**config.mk**
```make
export PLATFORM = sky130hd
export DESIGN_NAME = pipe_hazard_ctrl
export DESIGN_NICKNAME = d
export VERILOG_FILES = /design/src/rtl/pipe_ctrl_pkg.sv /design/src/rtl/hazard_detect.sv /design/src/rtl/pipe_hazard_ctrl.sv
export SDC_FILE = /design/constraint.sdc
export NUM_CORES = 1
export LEC_CHECK = 0
export CAP_MARGIN = 10
export CORE_MARGIN = 8
export CORE_UTILIZATION = 50
export CTS_BUF_LIST = sky130_fd_sc_hd__clkbuf_8
export DETAILED_ROUTE_END_ITERATION = 10
export PLACE_DENSITY = 0.85
export RECOVER_POWER = 100
export SLEW_MARGIN = 5
export SYNTH_ARGS = -nofsm -noshare
export SYNTH_HDL_FRONTEND = slang
export SYNTH_SLANG_ARGS = --single-unit
```
**constraint.sdc**
```tcl
create_clock -name clk -period 3.8 [get_ports clk]
set_input_delay 0.76 -clock clk [delete_from_list [all_inputs] [get_ports clk]]
set_output_delay 0.76 -clock clk [all_outputs]
set_load 0.05 [all_outputs]
```
**src/rtl/pipe_ctrl_pkg.sv**
```systemverilog
// Shared definitions for the pipeline hazard/stall control unit.
//   ctrl_state_e : control FSM state encoding
//   REG_W        : architectural register-index width
package pipe_ctrl_pkg;

  localparam int unsigned REG_W = 4;

  typedef enum logic [1:0] {
    RUN      = 2'd0,
    MEM_WAIT = 2'd1,
    ERR      = 2'd2
  } ctrl_state_e;

endpackage

```
**src/rtl/hazard_detect.sv**
```systemverilog
// Combinational RAW hazard detection between the ID-stage sources and the
// destinations of the instructions in EXE and MEM.
//   src1/src2, use_src1/two_src        : ID-stage operand usage
//   exe_wb_en/exe_dest/exe_mem_r_en    : instruction in EXE
//   mem_wb_en/mem_dest                 : instruction in MEM
//   fwd_en                             : forwarding unit active
//   hazard_c                           : ID instruction must wait one cycle
module hazard_detect
  import pipe_ctrl_pkg::*;
(
  input  logic [REG_W-1:0] src1,
  input  logic [REG_W-1:0] src2,
  input  logic             use_src1,
  input  logic             two_src,
  input  logic             exe_wb_en,
  input  logic [REG_W-1:0] exe_dest,
  input  logic             exe_mem_r_en,
  input  logic             mem_wb_en,
  input  logic [REG_W-1:0] mem_dest,
  input  logic             fwd_en,
  output logic             hazard_c
);

  // With forwarding only a load in EXE cannot be bypassed in time.
  function automatic logic match(input logic [REG_W-1:0] s);
    logic exe_hit;
    logic mem_hit;
    exe_hit = exe_wb_en && (exe_dest == s);
    mem_hit = mem_wb_en && (mem_dest == s);
    if (fwd_en) begin
      match = exe_hit && exe_mem_r_en;
    end else begin
      match = exe_hit || mem_hit;
    end
  endfunction

  always_comb begin
    hazard_c = (use_src1 && match(src1)) || (two_src && match(src2));
  end

endmodule

```
**src/rtl/pipe_hazard_ctrl.sv**
```systemverilog
// Pipeline control unit: freeze/flush generation for PC, IF/ID and ID/EX,
// a back-end freeze for memory stalls, a memory-timeout error state, and
// saturating stall/flush performance counters.
//   clk, rst (async, active-low)
//   src*/use_src1/two_src/exe_*/mem_wb_en/mem_dest/fwd_en : hazard inputs
//   branch_taken                : branch resolving in EXE
//   mem_req/mem_ready           : memory controller handshake
//   freeze_pc/freeze_if/flush_if/flush_id/freeze_back : pipeline controls
//   mem_err                     : sticky memory-timeout error
//   stall_cnt/flush_cnt         : saturating performance counters
module pipe_hazard_ctrl
  import pipe_ctrl_pkg::*;
#(
  parameter int unsigned MEM_TIMEOUT = 255,
  parameter int unsigned CNT_W       = 16
) (
  input  logic             clk,
  input  logic             rst,
  input  logic [REG_W-1:0] src1,
  input  logic [REG_W-1:0] src2,
  input  logic             use_src1,
  input  logic             two_src,
  input  logic             exe_wb_en,
  input  logic [REG_W-1:0] exe_dest,
  input  logic             exe_mem_r_en,
  input  logic             mem_wb_en,
  input  logic [REG_W-1:0] mem_dest,
  input  logic             fwd_en,
  input  logic             branch_taken,
  input  logic             mem_req,
  input  logic             mem_ready,
  output logic             freeze_pc,
  output logic             freeze_if,
  output logic             flush_if,
  output logic             flush_id,
  output logic             freeze_back,
  output logic             mem_err,
  output logic [CNT_W-1:0] stall_cnt,
  output logic [CNT_W-1:0] flush_cnt
);

  localparam int unsigned WAIT_W = $clog2(MEM_TIMEOUT);

  ctrl_state_e       state_q, state_d;
  logic [WAIT_W-1:0] wait_cnt_q, wait_cnt_d;
  logic              mem_err_q, mem_err_d;
  logic [CNT_W-1:0]  stall_cnt_q, stall_cnt_d;
  logic [CNT_W-1:0]  flush_cnt_q, flush_cnt_d;
  logic              mem_stall_c;
  logic              hazard_c;

  hazard_detect u_hazard_detect (
    .src1         (src1),
    .src2         (src2),
    .use_src1     (use_src1),
    .two_src      (two_src),
    .exe_wb_en    (exe_wb_en),
    .exe_dest     (exe_dest),
    .exe_mem_r_en (exe_mem_r_en),
    .mem_wb_en    (mem_wb_en),
    .mem_dest     (mem_dest),
    .fwd_en       (fwd_en),
    .hazard_c     (hazard_c)
  );

  // The cycle mem_ready arrives is not a stall cycle.
  always_comb begin
    mem_stall_c = ((state_q == RUN) && mem_req && !mem_ready) ||
                  ((state_q == MEM_WAIT) && !mem_ready);
  end

  // Next-state logic and wait counter.
  always_comb begin
    state_d    = state_q;
    wait_cnt_d = wait_cnt_q;
    unique case (state_q)
      RUN: begin
        if (mem_req && !mem_ready) begin
          state_d    = MEM_WAIT;
          wait_cnt_d = '0;
        end
      end
      MEM_WAIT: begin
        if (mem_ready) begin
          state_d    = RUN;
          wait_cnt_d = '0;
        end else if (wait_cnt_q == WAIT_W'(MEM_TIMEOUT - 1)) begin
          state_d    = ERR;
          wait_cnt_d = '0;
        end else begin
          wait_cnt_d = wait_cnt_q + WAIT_W'(1);
        end
      end
      ERR: begin
        state_d = ERR;
      end
      default: begin
        state_d    = RUN;
        wait_cnt_d = '0;
      end
    endcase
  end

  // Fixed-priority control muxing: reset, error, memory stall, branch, hazard.
  always_comb begin
    freeze_pc   = 1'b0;
    freeze_if   = 1'b0;
    flush_if    = 1'b0;
    flush_id    = 1'b0;
    freeze_back = 1'b0;
    if (!rst) begin
      freeze_pc = 1'b0;
    end else if ((state_q == ERR) || mem_stall_c) begin
      freeze_pc   = 1'b1;
      freeze_if   = 1'b1;
      freeze_back = 1'b1;
    end else if (branch_taken) begin
      // A branch held in a frozen EXE flushes here exactly once on release.
      flush_if = 1'b1;
      flush_id = 1'b1;
    end else if (hazard_c) begin
      freeze_pc = 1'b1;
      freeze_if = 1'b1;
      flush_id  = 1'b1;
    end
  end

  // Sticky error flag and saturating counters.
  always_comb begin
    mem_err_d   = mem_err_q || (state_d == ERR);
    stall_cnt_d = stall_cnt_q;
    flush_cnt_d = flush_cnt_q;
    if (freeze_pc && (stall_cnt_q != '1)) begin
      stall_cnt_d = stall_cnt_q + CNT_W'(1);
    end
    if (flush_if && (flush_cnt_q != '1)) begin
      flush_cnt_d = flush_cnt_q + CNT_W'(1);
    end
  end

  always_ff @(posedge clk or negedge rst) begin
    if (!rst) begin
      state_q     <= RUN;
      wait_cnt_q  <= '0;
      mem_err_q   <= 1'b0;
      stall_cnt_q <= '0;
      flush_cnt_q <= '0;
    end else begin
      state_q     <= state_d;
      wait_cnt_q  <= wait_cnt_d;
      mem_err_q   <= mem_err_d;
      stall_cnt_q <= stall_cnt_d;
      flush_cnt_q <= flush_cnt_d;
    end
  end

  assign mem_err   = mem_err_q;
  assign stall_cnt = stall_cnt_q;
  assign flush_cnt = flush_cnt_q;

endmodule
```
==> results.md <==
- Status: finished, final reports clean
- Io pins: 65
- Top post-synthesis cells by area: dfrtp_1 (46%), xnor2_1 (8.7%), xor2_1 (7.9%)
- Clock Path Buffers: 2
- Max FO, Critical Path: 3
- Cell count after synthesis: 227
- Total gr overflow: 0
- Slew Limit Fails: 0
- CTS H-tree lvls: 2
- Cell family with most CP delay: buffers and inverters
- WHS: 0.472 ns
- Detailed placer's ending HPWL: 4.25 mm
- Relative slew slack: 0.433
- Number of synthesized flops with an enable pin: 0
- First-pass GRT wire length: 9.44 mm
- Fin nets: 329
- Worst VDD drop: 0.000413 V
- Final Hold Vio Count: 0
- Synth top area share: 0.465
- Clk Tree Root Cell: clkbuf_8
- Layout cells sized above 1: 0.0569
- Average size of a mapped cell: 10.2 µm²
- WP depth: 6
- I/O Buffers: 64
- Crit path DAT: 2.77 ns
- Min Tclk post-route: 3.53 ns
- Asr flop ratio synth: 1.00
- DR pass1 iterations: 4
- Ys Warns: 0
- Cell variety after synth: 38
- Setup violations, final: 0
- Leak: 1.42 nW
- Row count: 24
- Setup WS pre-CTS: 0.372 ns
- Fmax: 283 MHz
- Vias in the first global route: 1999
- Inst Count DP: 343
- Post_cts resized: 0
- Total of max-cap violations: 0
- RSZ-0062 raised after global routing: no
- CTS tree: yes
- Die width: 84.0 µm
- Hold buffer count at CTS: 0
- Final wirelength: 5.49 mm
- Share of the yosys chip area belonging to registers: 0.465
- Inserted Clock Buffers: 5
- Worst Setup End Kind: output pin
- Synth-to-Final Area Change: 33.1%
- Tcrit/Tclk final: 0.929
- Post-CTS Setup Inserts: 0
- Critical path class: in2out
- Top FF cell, synth: dfrtp_1
- Startpoint types: input port
- Post-Syn Area: 0.00231 mm²
- Chip height: 84.0 µm
- Fin area: 0.00308 mm²
- Non-filler cells, final: 351
- TritonCTS sink count: 43
- Worst-path clk slew: 0.08 ns
- Initial antenna violation count: 0
- Post-route ant nets: 0
- Worst-margin pin slew: 0.847 ns
- Critical path's largest stage delay: 0.81 ns
- Syn Nets: 258
- Worst-path cell chain: clkdlybuf4s50_1, or2_4, a21oi_1, nand3_2, inv_1, clkdlybuf4s50_1
- Most used cell, CP: clkdlybuf4s50_1
- Largest net degree at the start of global routing: 36
- Final Skew: 0.00524 ns
- Worst hold path class: reg2reg
- PwrDens: 459 mW/mm²
- Slowest CP cell: clkdlybuf4s50_1
- Worst path required time: 3.04 ns
- Path depth of the worst reg2reg path: 7
- Avg WL per Cell: 15.6 µm
- DIE AREA: 0.00706 mm²
- Worst skew pair latency: 0.29 ns
- GRT Util Overall: 0.159
- Fillers: 348
- Starting DRT DRC Count: 113
- Avg Vias per Cell: 5.44
- Setup TNS: 0 ns
- DP Area: 0.00303 mm²
- Number of synthesized register bits: 43
- Vias: 1909
- Core area: 0.00441 mm²
- Worst Hold Depth: 1
- Worst setup margin: 0.270 ns
- Yosys top cell by area: dfrtp_1
- Gpl congestion: 0.806
- Initial Util: 0.524
- CP bufs+invs: 3
- DRC: 0
- Ant diodes: 0
-- worst reg2reg max path, stage by stage, from the launching register on --
cell	delay, ns
dfrtp_1	0.44
or2_4	0.27
a21oi_1	0.29
nand3_2	0.12
a31oi_1	0.67
nand4_1	0.41
nor3_1	0.36
xor2_1	0.21
-- layout by cell type (no fill, tap or decap), types with 2 or more instances in the layout --
cell type,n
a21oi_1,10
a31oi_1,8
and2_0,2
and3_1,6
buf_12,2
bufinv_16,2
clkbuf_1,4
clkbuf_8,5
clkdlybuf4s50_1,25
dfrtp_1,43
dlygate4sd3_1,34
ha_1,4
inv_1,10
nand2_1,15
nand3_1,17
nand4_1,12
nor2_1,20
nor2b_1,2
nor3_1,3
nor4_1,4
o21ai_0,10
xnor2_1,23
xor2_1,21
-- logic make-up (layout without fill, tap and decap cells) --
kind of cell,count (synthesis),count (layout),synth area share
multiplexers,2,2,0.0113
XOR/XNOR,44,44,0.166
adder cells (fa/ha/maj),4,4,0.0216
AO/OA/AOI/OAI,31,31,0.0946
flip-flops,43,43,0.465
AND/OR/NAND/NOR,91,91,0.218
buffers and inverters,12,84,0.0227
-- metrics by stage --
stage                      util  power, mW
after global placement    0.687       1.03
after global routing      0.698       1.48
after CTS                 0.717       1.46
after detailed placement  0.687       1.05
after floorplan               -      0.859
final                     0.698       1.41
-- sequential cells by signal (all words and copies together) (netlist names) --
name	flops
flush_cnt	16
wait_cnt_q	8
state_q	2
mem_err	1
stall_cnt	16
-- cell type report --
cell class | count | area [µm²] | area share
clock buffers | 5 | 68.8 | 0.0223
inverters | 10 | 37.5 | 0.0122
repair buffers | 66 | 653 | 0.212
multi-input cells | 172 | 1120 | 0.363
well taps | 52 | 65.1 | 0.0211
clock inverters | 3 | 63.8 | 0.0207
flip-flops and latches | 43 | 1080 | 0.349
-- metal layers --
metal  wire length, µm  up-vias  share of wire  track usage
li1                  -      931              -            -
met1              2400      917           0.44        0.190
met2              2750       55           0.50        0.271
met3               279        6          0.051       0.0508
met4                56        0          0.010       0.0314
met5                 0        -              0            0
-- report_power, final --
group | internal (mW) | total, mW | switching [mW]
Combinational | 0.150 | 0.430 | 0.280
Clock | 0.260 | 0.412 | 0.152
Sequential | 0.508 | 0.573 | 0.0643
-- Yosys cell counts, types with 2 or more instances --
cell	n
nor2b_1	2
a31oi_4	2
nor3_2	2
ha_1	4
xnor2_1	23
and2_1	2
xor2_1	21
a31oi_1	7
nand2_1	15
buf_4	2
a21oi_1	8
inv_1	9
o21ai_0	10
dfrtp_1	43
nor4_1	4
nor2_1	20
nand3_1	17
and3_1	6
nand4_1	11
-- path summary, 6_finish.rpt --
| check | slack [ns] | to | from |
|---|---|---|---|
| max in group asynchronous | 2.38 | flush_cnt[15] | rst |
| min in group asynchronous | 0.51 | stall_cnt[4] | rst |
| worst max-delay path | 0.27 | flush_if | mem_req |
| worst min-delay path | 0.47 | mem_err | mem_err |
| worst max register to register | 0.95 | flush_cnt[15] | state_q[0] |
| worst min register to register | 0.47 | mem_err | mem_err |
Power figures use the tool's default switching activity.
